`config.mk`:
```
export PLATFORM = sky130hd
export DESIGN_NAME = mem_bus_arbiter
export DESIGN_NICKNAME = d
export VERILOG_FILES = /design/src/rtl/mem_bus_arbiter.sv
export SDC_FILE = /design/constraint.sdc
export NUM_CORES = 1
export LEC_CHECK = 0
export BUFFER_PORTS_ARGS = -buffer_cell sky130_fd_sc_hd__clkbuf_2
export CORE_UTILIZATION = 30
export DETAILED_ROUTE_END_ITERATION = 6
export PLACE_DENSITY_LB_ADDON = 0.2
export SYNTH_ARGS = -nofsm -noshare
export SYNTH_HDL_FRONTEND = slang
export SYNTH_SLANG_ARGS = --single-unit
```
`constraint.sdc`:
```
create_clock -name clk -period 2.88 [get_ports clk]
set_clock_uncertainty 0.05 [all_clocks]
set_input_delay 0.432 -clock clk [delete_from_list [all_inputs] [get_ports clk]]
set_output_delay 0.432 -clock clk [all_outputs]
set_load 0.03 [all_outputs]
```
`src/rtl/mem_bus_arbiter.sv`:
```
// mem_bus_arbiter
// Shares one single-port memory bus between the CPU (port 0) and a DMA/debug
// loader (port 1). The CPU has fixed priority. Port 1 gets a forced grant once
// it has been denied MAX_WAIT cycles in a row. A granted port that asserts
// lock keeps the bus for the following cycle so read-modify-write sequences
// stay atomic. The lock outranks the starvation guard.
// Arbitration is combinational: the access reaches memory in the same cycle
// as its grant. Read data comes back one cycle later and is flagged to the
// port that issued the read.
module mem_bus_arbiter #(
    parameter int ADDR_W   = 16,
    parameter int DATA_W   = 8,
    parameter int MAX_WAIT = 4,
    parameter int WAIT_W   = 3
) (
    input  logic              clk,
    input  logic              resetn,

    // port 0: CPU core
    input  logic              p0_req,
    input  logic              p0_lock,
    input  logic              p0_we,
    input  logic [ADDR_W-1:0] p0_addr,
    input  logic [DATA_W-1:0] p0_wdata,
    output logic              p0_gnt,
    output logic              p0_rvalid,

    // port 1: DMA / debug loader
    input  logic              p1_req,
    input  logic              p1_lock,
    input  logic              p1_we,
    input  logic [ADDR_W-1:0] p1_addr,
    input  logic [DATA_W-1:0] p1_wdata,
    output logic              p1_gnt,
    output logic              p1_rvalid,

    // shared read data
    output logic [DATA_W-1:0] rdata,

    // memory side
    output logic [ADDR_W-1:0] mem_addr,
    output logic              mem_we,
    output logic [DATA_W-1:0] mem_wdata,
    input  logic [DATA_W-1:0] mem_rdata
);

    // Port that held the bus in the previous cycle. Encoding 2'b11 is never
    // assigned, and it matches neither lock test, so it acts as NONE.
    typedef enum logic [1:0] {
        OWN_NONE = 2'b00,
        OWN_P0   = 2'b01,
        OWN_P1   = 2'b10
    } owner_t;

    localparam logic [WAIT_W-1:0] MAX_WAIT_C = WAIT_W'(MAX_WAIT);

    owner_t              r_owner;
    logic                r_lock_q;
    logic [WAIT_W-1:0]   r_wait_cnt;
    logic                r_p0_rvalid;
    logic                r_p1_rvalid;

    logic                w_p0_gnt;
    logic                w_p1_gnt;
    logic                w_p0_locked;
    logic                w_p1_locked;
    logic                w_p1_starved;

    // A lock only holds the bus while its owner keeps requesting.
    // If the owner drops req, the lock is void and normal priority applies.
    assign w_p0_locked  = (r_owner == OWN_P0) && r_lock_q && p0_req;
    assign w_p1_locked  = (r_owner == OWN_P1) && r_lock_q && p1_req;
    assign w_p1_starved = p1_req && (r_wait_cnt == MAX_WAIT_C);

    // Grant decision, in priority order: lock, starvation guard, port 0, port 1.
    // Grants are suppressed while reset is held.
    always_comb begin
        // NOTE: every signal gets a default before the if-chain; a path that
        // leaves a combinational output unassigned would infer a latch.
        w_p0_gnt = 1'b0;
        w_p1_gnt = 1'b0;
        if (resetn) begin
            if (w_p0_locked) begin
                w_p0_gnt = 1'b1;
            end else if (w_p1_locked) begin
                w_p1_gnt = 1'b1;
            end else if (w_p1_starved) begin
                w_p1_gnt = 1'b1;
            end else if (p0_req) begin
                w_p0_gnt = 1'b1;
            end else if (p1_req) begin
                w_p1_gnt = 1'b1;
            end
        end
    end

    // Memory mux. With no grant, the bus shows port 0's address and data
    // with the write enable held low.
    always_comb begin
        mem_addr  = p0_addr;
        mem_wdata = p0_wdata;
        mem_we    = 1'b0;
        if (w_p1_gnt) begin
            mem_addr  = p1_addr;
            mem_wdata = p1_wdata;
            mem_we    = p1_we;
        end else if (w_p0_gnt) begin
            mem_we    = p0_we;
        end
    end

    // Arbitration state: owner, its sampled lock, the port-1 wait counter,
    // and the per-port read-valid flags.
    always_ff @(posedge clk) begin
        // NOTE: sequential state uses non-blocking assignments, so every
        // register samples the pre-edge values regardless of statement order.
        if (!resetn) begin
            r_owner     <= OWN_NONE;
            r_lock_q    <= 1'b0;
            r_wait_cnt  <= '0;
            r_p0_rvalid <= 1'b0;
            r_p1_rvalid <= 1'b0;
        end else begin
            if (w_p0_gnt) begin
                r_owner <= OWN_P0;
            end else if (w_p1_gnt) begin
                r_owner <= OWN_P1;
            end else begin
                r_owner <= OWN_NONE;
            end

            r_lock_q <= (w_p0_gnt & p0_lock) | (w_p1_gnt & p1_lock);

            // Count consecutive denied port-1 cycles, saturating at MAX_WAIT.
            if (w_p1_gnt || !p1_req) begin
                r_wait_cnt <= '0;
            end else if (r_wait_cnt != MAX_WAIT_C) begin
                r_wait_cnt <= r_wait_cnt + 1'b1;
            end

            // Memory read latency is one cycle. Flag the port that issued the read.
            r_p0_rvalid <= w_p0_gnt & ~p0_we;
            r_p1_rvalid <= w_p1_gnt & ~p1_we;
        end
    end

    assign p0_gnt    = w_p0_gnt;
    assign p1_gnt    = w_p1_gnt;
    assign p0_rvalid = r_p0_rvalid;
    assign p1_rvalid = r_p1_rvalid;
    assign rdata     = mem_rdata;

    // Grants are exclusive, and memory is never written without a grant.
    a_gnt_onehot : assert property (@(posedge clk) !(w_p0_gnt && w_p1_gnt));
    a_we_needs_gnt : assert property (@(posedge clk) mem_we |-> (w_p0_gnt || w_p1_gnt));

endmodule

```
==> impl_metrics.yaml, run 1 <==
min_path:
  hp-start: "p0_we"
  hold_class: "in2reg"
  min_delay_path_depth: 2
  hold_end: "p0_rvalid"
clock_tree:
  cts_setup_buffers: 0
  clock_latency_ns: 0.25
  cts_tree: "built"
  clock_sinks: 8
  htree_levels: 1
  clockBufferDepth: 2
  path_clk_slew_ns: 0.05
  numCtsBuffers: 3
  root_buffer: "clkbuf_4"
global_routing:
  grt_pass1_wl_um: 3077
  track_usage_pct: 15.76
  grt_pass1_vias: 823
  grt_antenna_before_repair: 0
  grt_max_degree: 29
  grt_overflow: 0
worst_setup_path:
  worstReg2RegEnd: "r_lock_q"
  worstSetupStartpointType: "flip-flop"
  path_max_fanout: 28
  critPathSlowestCell: "mux2_2"
  rrSetupSlack_ns: 1.23
  critical_path_arrival_ns: 2.18
  end_kind: "primary output"
  r2r-start: "r_wait_cnt[0]"
  critical_path_class: "reg2out"
  critical-path-max-stage-delay_ns: 0.38
  reg2regPathDepth: 6
  critPathRequiredTime_ns: 2.40
  cp_cell_sequence: "inv_1, ha_1, nand2_1, a311oi_4, buf_6, mux2_2, clkbuf_2"
placement:
  placed_area_mm2: 0.001097
  port_buffers: 84
  hpwl_um: 1702
  gp_congestion: 0.7459
logic_synthesis:
  syn_nets: 134
  ys.warnings.count: 0
  ys_ff_latch: 8
  avgSynthCellArea_um2: 10.71
  synth.distinct_cells: 22
  netlist_area_um2: 728.2
  synthCells: 68
  ys_seq_area_share_pct: 21.99
sta:
  relSlewSlack_pct: 81.37
  rsz0062_at_grt: "false"
  hold_viol_final: 0
  finalMaxSlewViolations: 0
  setup_viol: 0
  max_freq_ghz: 0.3759
  tightest_slew_ns: 0.2780
  finalCriticalPeriod_ns: 2.660
  finalSetupTns_ns: 0
  period_share_pct: 92.36
floorplanning:
  rows: 17
  dieArea_mm2: 0.002628
  top_level_ports: 101
  coreArea_mm2: 0.002255
  die_x_um: 51.27
  die_h_um: 51.27
  start_util_pct: 32.30
layout:
  final_net_count: 213
  diodes: 0
  fin_area_mm2: 0.001124
  area_delta_synth_final_pct: 54.30
  fillCellCount: 221
  drive_above_1_share_pct: 75.86
detailed_routing:
  wl_per_cell_um: 11.13
  dr.pass1.iters: 4
  drt-initial-drc-count: 13
  vias: 829
  avgViaCountPerCell: 4.792
  postRouteAntennaNets: 0
  drc_errors: 0
  drt_wl_total_um: 1925
pwr:
  clockPowerShare_pct: 23.0
  p_switching_mw: 0.1332
  leakagePower_nw: 0.5905
  combPwrFrac_pct: 45.3
  p_sw_share_pct: 36.23
  seqPwrFrac_pct: 31.7
  p_int_mw: 0.2344
  ir_worst_vdd_v: 0.0002726
  powerDensity_mw_per_mm2: 327.2
flow_run:
  maxCapViolations: 0
status:
  outcome: "finished clean"
==> cell usage in the layout, fill, tap and decap left out <==
cell / instances
clkbuf_4: 3
mux2_2: 21
inv_1: 2
a22o_1: 2
nand3_1: 1
a31oi_1: 1
nand4b_1: 1
a311oi_4: 1
mux2i_1: 1
o2111a_1: 2
xnor2_1: 1
buf_6: 1
a311oi_1: 1
nor2b_1: 2
nand3b_1: 1
nor3_1: 3
o21ai_0: 1
and4b_1: 1
nand2_1: 2
dfxtp_1: 8
ha_1: 2
clkbuf_2: 84
mux2_1: 3
==> layout make-up <==
class | count | area [µm²] | share of cell area [%]
Sequential cell | 8 | 160.2 | 14.25
Clock buffer | 3 | 22.52 | 2.004
Inverter | 2 | 7.507 | 0.6682
Tap cell | 28 | 35.03 | 3.118
Timing Repair Buffer | 85 | 431.7 | 38.42
Multi-Input combinational cell | 47 | 466.7 | 41.54
==> through the flow <==
step	setup slack [ns]	power, mW	hold slack [ns]	util [%]	cells
after global placement	0.4049	0.2842	0.4808	48.67	170
after detailed placement	0.3407	0.2865	0.5124	48.67	170
after global routing	0.03937	0.3900	0.2991	49.83	173
after CTS	0.1046	0.3745	0.2910	49.67	173
final	0.2199	0.3676	0.3026	49.83	173
after floorplan	0.4573	0.2430	0.4536	-	68
==> synthesized netlist by cell type <==
cell type	n	area share (%)
a22o_1	2	2.4
a311oi_1	1	1.2
a311oi_4	1	3.6
a31oi_1	1	0.86
and4b_1	1	1.4
buf_4	8	8.2
buf_6	3	4.6
dfxtp_1	8	22
ha_1	2	3.4
inv_1	2	1.0
mux2_1	3	4.6
mux2_2	21	32
mux2i_1	1	1.4
nand2_1	2	1.0
nand3_1	1	0.69
nand3b_1	1	1.0
nand4b_1	1	1.2
nor2b_1	2	1.7
nor3_1	3	2.1
o2111a_1	2	3.1
o21ai_0	1	0.69
xnor2_1	1	1.2
==> power groups by stage <==
stage          logic (mW)  registers [mW]  clock network [mW]
2_1_floorplan       0.123           0.120                   0
3_3_place_gp        0.165           0.119                   0
3_5_place_dp        0.168           0.119                   0
4_1_cts             0.168           0.117              0.0898
5_1_grt             0.178           0.117              0.0950
6_report            0.167           0.117              0.0844
==> state kept, by name, summed over array words and instances (netlist names) <==
| signal | flops |
|---|---|
| r_wait_cnt | 3 |
| r_owner | 2 |
| p0_rvalid | 1 |
| p1_rvalid | 1 |
| r_lock_q | 1 |
==> worst max-delay path by stage <==
| stage | start | end | slack (ns) | depth (start not counted) |
|---|---|---|---|---|
| after floorplan | r_wait_cnt[0] | mem_addr[2] | 0.46 | 6 |
| after CTS | r_wait_cnt[0] | mem_addr[15] | 0.10 | 7 |
| after detailed placement | p1_req | mem_addr[15] | 0.34 | 6 |
| after global placement | p1_req | mem_addr[15] | 0.40 | 6 |
| after global routing | r_wait_cnt[0] | mem_addr[5] | 0.04 | 7 |
| final | r_wait_cnt[0] | mem_addr[5] | 0.22 | 7 |
==> cells by family (layout without fill, tap and decap cells) <==
logic type               after synthesis  after routing  share of synthesized area (%)
AO/OA/AOI/OAI                          8              8                          11.86
flip-flops                             8              8                          21.99
adder cells (fa/ha/maj)                2              2                          3.436
AND/OR/NAND/NOR                       11             11                          9.106
XOR/XNOR                               1              1                          1.203
multiplexers                          25             25                          38.49
buffers and inverters                 13             90                          13.92
==> what timing repair did <==
item	in CTS	in global routing
hold buffers	0	0
gates resized for setup	0	1
endpoints found under the setup margin	0	21
==> critical path: cells and delay by family (launching register included) <==
family,cells,cell delay (ns)
compound gates,1,0.34
buf+inv,3,0.51
mux,1,0.38
fa+ha+maj,1,0.17
simple gates,1,0.19
flops,1,0.33
==> per-layer routing <==
| layer | wire [µm] | up-vias | track usage, % |
|---|---|---|---|
| met5 | 0 | - | 0 |
| met4 | 9 | 0 | 4.955 |
| met3 | 222 | 4 | 5.655 |
| met2 | 1001 | 62 | 31.14 |
| met1 | 692 | 362 | 14.77 |
| li1 | - | 401 | - |
Power figures use the tool's default switching activity.
==> run 2: changes to the inputs <==
==> constraint.sdc (replaced) <==
create_clock -name clk -period 2.88 [get_ports clk]
set_clock_uncertainty 0.05 [all_clocks]
set_input_delay 0.144 -clock clk [delete_from_list [all_inputs] [get_ports clk]]
set_output_delay 0.144 -clock clk [all_outputs]
set_load 0.03 [all_outputs]
==> run 2 against run 1 <==
Compared with the run above:
- die area did not move
- register-to-register slack got worse by 0.03 ns
- final area fell by 0.33%
- clock power rose by 1%
- maximum frequency rose by 11%
- via count fell by 0.60%
- power barely moved
- sequential cell count did not move
- largest power group unchanged
==> impl_metrics.yaml, run 2 (synthesis gave the netlist of run 1 again) <==
detailed_routing:
  top_layer: "met4"
  wl_met3_um: 219
  avgViaCountPerCell: 4.763
  drt-initial-drc-count: 7
  dr.pass1.iters: 4
  postRouteAntennaNets: 0
  wl_per_cell_um: 10.90
  wl_met2_um: 970
  vias: 824
  drt_wl_total_um: 1885
  wl_met1_um: 662
  drc_errors: 0
layout:
  top_register: "r_wait_cnt"
  fillCellCount: 240
  fin_cells: 173
  utilization_pct: 49.67
  final_net_count: 213
  drive_above_1_share_pct: 75.86
  reg_top3: "r_wait_cnt x3, r_owner x2"
  largest_reg_flops: 3
  area_delta_synth_final_pct: 53.78
  layout_common_cells: "84 x clkbuf_2, 21 x mux2_2, 8 x dfxtp_1"
  diodes: 0
  multiInputGateArea_um2: 466.7
  fin_area_mm2: 0.001120
  seq_area_um2: 160.2
  layout_commonest_cell: "clkbuf_2"
global_routing:
  grt_antenna_before_repair: 0
  track_usage_pct: 16.13
  grt_pass1_wl_um: 3118
  grt_max_degree: 29
  grt_pass1_vias: 859
  grt_overflow: 0
worst_setup_path:
  critical_path_arrival_ns: 2.21
  worstSetupStartpointType: "flip-flop"
  critical_path_class: "reg2out"
  cp_cell_sequence: "inv_1, ha_1, nand2_1, a311oi_4, buf_4, mux2_2, clkbuf_2"
  critPathRequiredTime_ns: 2.69
  critical-path-max-stage-delay_ns: 0.39
  end_kind: "primary output"
  r2r-start: "r_wait_cnt[0]"
  worstReg2RegEnd: "r_lock_q"
  rrSetupSlack_ns: 1.20
  cp-endpoint: "mem_addr[15]"
  critPathLaunch: "r_wait_cnt[0]"
  path_max_fanout: 28
  critPathSlowestCell: "mux2_2"
  reg2regPathDepth: 6
pwr:
  ir_worst_vdd_v: 0.0001856
  leakagePower_nw: 0.5897
  seqPwrFrac_pct: 31.7
  p_switching_mw: 0.1337
  p_sw_share_pct: 36.36
  clockPowerShare_pct: 23.2
  combPwrFrac_pct: 45.1
  powerDensity_mw_per_mm2: 328.4
  p_int_mw: 0.2341
clock_tree:
  clock_latency_ns: 0.26
  clock_sinks: 8
  htree_levels: 1
  clockBufferDepth: 2
  numCtsBuffers: 3
  cts_setup_buffers: 0
  cts_resized: 0
  cts_tree: "built"
  ctsHoldBuffers: 0
  path_clk_slew_ns: 0.05
  root_buffer: "clkbuf_4"
min_path:
  min_delay_path_depth: 2
  hold_class: "in2reg"
status:
  outcome: "finished clean"
sta:
  period_share_pct: 83.54
  relSlewSlack_pct: 79.05
  hold_viol_final: 0
  finalCriticalPeriod_ns: 2.406
  tightest_slew_ns: 0.3143
  setup_viol: 0
  rsz0062_at_grt: "false"
  whs_ns: 0.01879
  finalSetupTns_ns: 0
  max_freq_ghz: 0.4156
  finalMaxSlewViolations: 0
floorplanning:
  die_h_um: 51.27
  rows: 17
  start_util_pct: 32.30
  dieArea_mm2: 0.002628
  die_x_um: 51.27
  top_level_ports: 101
  coreArea_mm2: 0.002255
placement:
  port_buffers: 84
  hpwl_um: 1644
  placed_area_mm2: 0.001097
  dp_cells: 170
  gp_congestion: 0.8039
flow_run:
  maxCapViolations: 0
run 2: cell counts in the layout (fill, tap and decap cells not counted):
No cell type changed its count.
run 2: area by class of cell:
class,instances,area share (%)
Multi-Input combinational cell,47,41.68
Tap cell,28,3.129
Timing Repair Buffer,85,38.21
Inverter,2,0.6704
Sequential cell,8,14.30
Clock buffer,3,2.011
run 2: how the worst min path moves through the flow:
stage	startpoint	to
2_1_floorplan	p0_we	p0_rvalid
3_3_place_gp	mem_rdata[1]	rdata[1]
3_5_place_dp	mem_rdata[1]	rdata[1]
4_1_cts	p0_we	p0_rvalid
5_1_grt	p1_we	p1_rvalid
6_report	p0_we	p0_rvalid
run 2: worst max-delay path: cells and delay by family (launching register included):
family | cells | cell delay (ns)
mux | 1 | 0.39
compound gates | 1 | 0.31
flops | 1 | 0.33
simple gates | 1 | 0.17
buf+inv | 3 | 0.59
fa+ha+maj | 1 | 0.17
run 2: per-stage QoR:
step / total power, mW / setup slack [ns]
floorplan: 0.2430 / 0.7453
global placement: 0.2846 / 0.7518
detailed placement: 0.2865 / 0.7145
CTS: 0.3768 / 0.4389
global route: 0.3940 / 0.2795
finish: 0.3678 / 0.4741
run 2: metal layers:
metal | up-vias | global-route usage (%)
li1 | 400 | -
met1 | 356 | 13.70
met2 | 60 | 32.24
met3 | 8 | 4.167
met4 | 0 | 10.36
met5 | - | 0
run 2: power by group through the flow:
stage	clock, mW	sequential [mW]	combinational (mW)
6_report	0.0854	0.117	0.166
4_1_cts	0.0921	0.117	0.168
2_1_floorplan	0	0.120	0.123
3_3_place_gp	0	0.119	0.166
5_1_grt	0.0998	0.117	0.177
3_5_place_dp	0	0.119	0.168
==> run 3: changes to the inputs <==
clock period = 2.25 ns   (was 2.88 ns; I/O delays follow)
==> run 3 against run 2 <==
Compared with the run above:
- sequential power rose by 28%
- via count rose by 4.9%
- largest cell class is now buffers
- sequential cell count did not move
- sequential share of layout area fell by 1.1 points
- worst setup slack got worse by 0.36 ns
- highest routed layer unchanged
- non-clock buffer count rose by 5
- core utilization rose by 3.9 points
- hold slack improved by 0.017 ns
- first-iteration DRC count fell by 100%
- combinational power rose by 36%
- power rose by 30%
==> impl_metrics.yaml, run 3 (synthesis gave the netlist of run 1 again) <==
clock_tree:
  root_buffer: "clkbuf_4"
  path_clk_slew_ns: 0.05
  clock_sinks: 8
  numCtsBuffers: 3
  clockBufferDepth: 2
  htree_levels: 1
  clock_latency_ns: 0.24
  cts_tree: "built"
worst_setup_path:
  critPathRequiredTime_ns: 2.09
  end_kind: "primary output"
  rrSetupSlack_ns: 0.75
  reg2regPathDepth: 7
  path_max_fanout: 14
  critical_path_class: "reg2out"
  worstSetupStartpointType: "flip-flop"
  worstReg2RegEnd: "r_lock_q"
  critical_path_arrival_ns: 1.97
  critPathLaunch: "r_wait_cnt[0]"
  r2r-start: "r_wait_cnt[0]"
  cp-endpoint: "mem_addr[15]"
detailed_routing:
  avgViaCountPerCell: 4.854
  wl_per_cell_um: 11.57
  postRouteAntennaNets: 0
  drt-initial-drc-count: 0
  drt_wl_total_um: 2059
  drc_errors: 0
  dr.pass1.iters: 1
  vias: 864
layout:
  layout_commonest_cell: "clkbuf_2"
  reg_top3: "r_wait_cnt x3, r_owner x2"
  diodes: 0
  utilization_pct: 53.61
  top_register: "r_wait_cnt"
  layout_common_cells: "80 x clkbuf_2, 21 x mux2_2, 8 x dfxtp_1, 4 x buf_2"
  area_delta_synth_final_pct: 65.98
  final_net_count: 218
  drive_above_1_share_pct: 76.67
  largest_reg_flops: 3
  fin_cells: 178
sta:
  period_share_pct: 94.93
  max_freq_ghz: 0.4682
  hold_viol_final: 0
  whs_ns: 0.03566
  finalSetupTns_ns: 0
  relSlewSlack_pct: 79.63
  tightest_slew_ns: 0.3042
  fin_ws_ns: 0.1141
  rsz0062_at_grt: "false"
  finalMaxSlewViolations: 0
  finalCriticalPeriod_ns: 2.136
  setup_viol: 0
pwr:
  ir_worst_vdd_v: 0.0003216
  clockPowerShare_pct: 21.2
  p_switching_mw: 0.1670
  seqPwrFrac_pct: 31.4
  combPwrFrac_pct: 47.4
  p_sw_share_pct: 35.05
  powerDensity_mw_per_mm2: 394.4
  p_int_mw: 0.3096
  leakagePower_nw: 0.6244
global_routing:
  grt_pass1_wl_um: 3298
  grt_antenna_before_repair: 0
  grt_pass1_vias: 887
  grt_max_degree: 15
  track_usage_pct: 16.88
  grt_overflow: 0
floorplanning:
  rows: 17
  die_x_um: 51.27
  die_h_um: 51.27
  dieArea_mm2: 0.002628
  start_util_pct: 32.30
  top_level_ports: 101
  coreArea_mm2: 0.002255
placement:
  hpwl_um: 1712
  port_buffers: 84
  dp_cells: 170
  place_ws_ns: 0.2026
  gp_congestion: 0.7986
flow_run:
  maxCapViolations: 0
status:
  outcome: "finished clean"
min_path:
  hold_class: "in2reg"
run 3: changes by cell type in the layout (fill, tap and decap cells not counted):
cell / previous run / this run
buf_16: 0 / 1
buf_2: 0 / 4
ha_1: 2 / 1
nand2_4: 0 / 1
ha_2: 0 / 1
dlygate4sd3_1: 0 / 2
buf_6: 0 / 1
nand2_1: 2 / 1
buf_12: 0 / 1
clkbuf_2: 84 / 80
run 3: through the flow:
step	cell area (µm²)	power (mW)
after floorplan	728.2	0.3111
after global placement	1110	0.3664
after detailed placement	1110	0.3692
after CTS	1197	0.4855
after global routing	1209	0.5122
final	1209	0.4766
run 3: power groups by stage:
stage,Sequential [mW],Clock (mW),Combinational [mW]
3_5_place_dp,0.152,0,0.217
2_1_floorplan,0.154,0,0.157
5_1_grt,0.150,0.122,0.241
3_3_place_gp,0.152,0,0.214
6_report,0.150,0.101,0.226
4_1_cts,0.149,0.109,0.227
run 3: critical path, stage by stage (launching register included):
cell and delay [ns]:
dfxtp_1 0.33, inv_1 0.06, ha_2 0.21, nand2_4 0.09, a311oi_4 0.22, buf_6 0.16
buf_12 0.14, mux2_2 0.35, buf_2 0.18
run 3: layout make-up:
cell class / count / area (µm²)
repair buffers: 90 / 506.7
clock buffers: 3 / 22.52
flip-flops and latches: 8 / 160.2
inverters: 2 / 7.507
fillers: 218 / 1046
multi-input cells: 47 / 476.7
well taps: 28 / 35.03
run 3: what timing repair did:
action,in CTS,in global routing
resized for setup,2,7
hold endpoints to repair,2,0
hold buffers,2,0
pin swaps,1,1
setup endpoints to repair,24,24
setup buffers,2,0
cloned,1,0
run 3: worst min path at each step:
stage                       startpoint   endpoint  slack (ns)  cells past startpoint
final                          p0_lock   r_lock_q        0.04                      2
after global placement    mem_rdata[1]   rdata[1]        0.18                      0
after detailed placement  mem_rdata[1]   rdata[1]        0.18                      0
after floorplan                  p0_we  p0_rvalid        0.13                      1
after global routing           p0_lock   r_lock_q        0.02                      2
after CTS                      p0_lock   r_lock_q        0.03                      2
run 3: layer usage:
layer	GRT usage (%)	share of wire, %	vias up
met4	8.108	1.0	0
met1	13.73	34	384
met3	5.357	11	6
met2	35.09	55	60
met5	0	0	-
li1	-	-	414
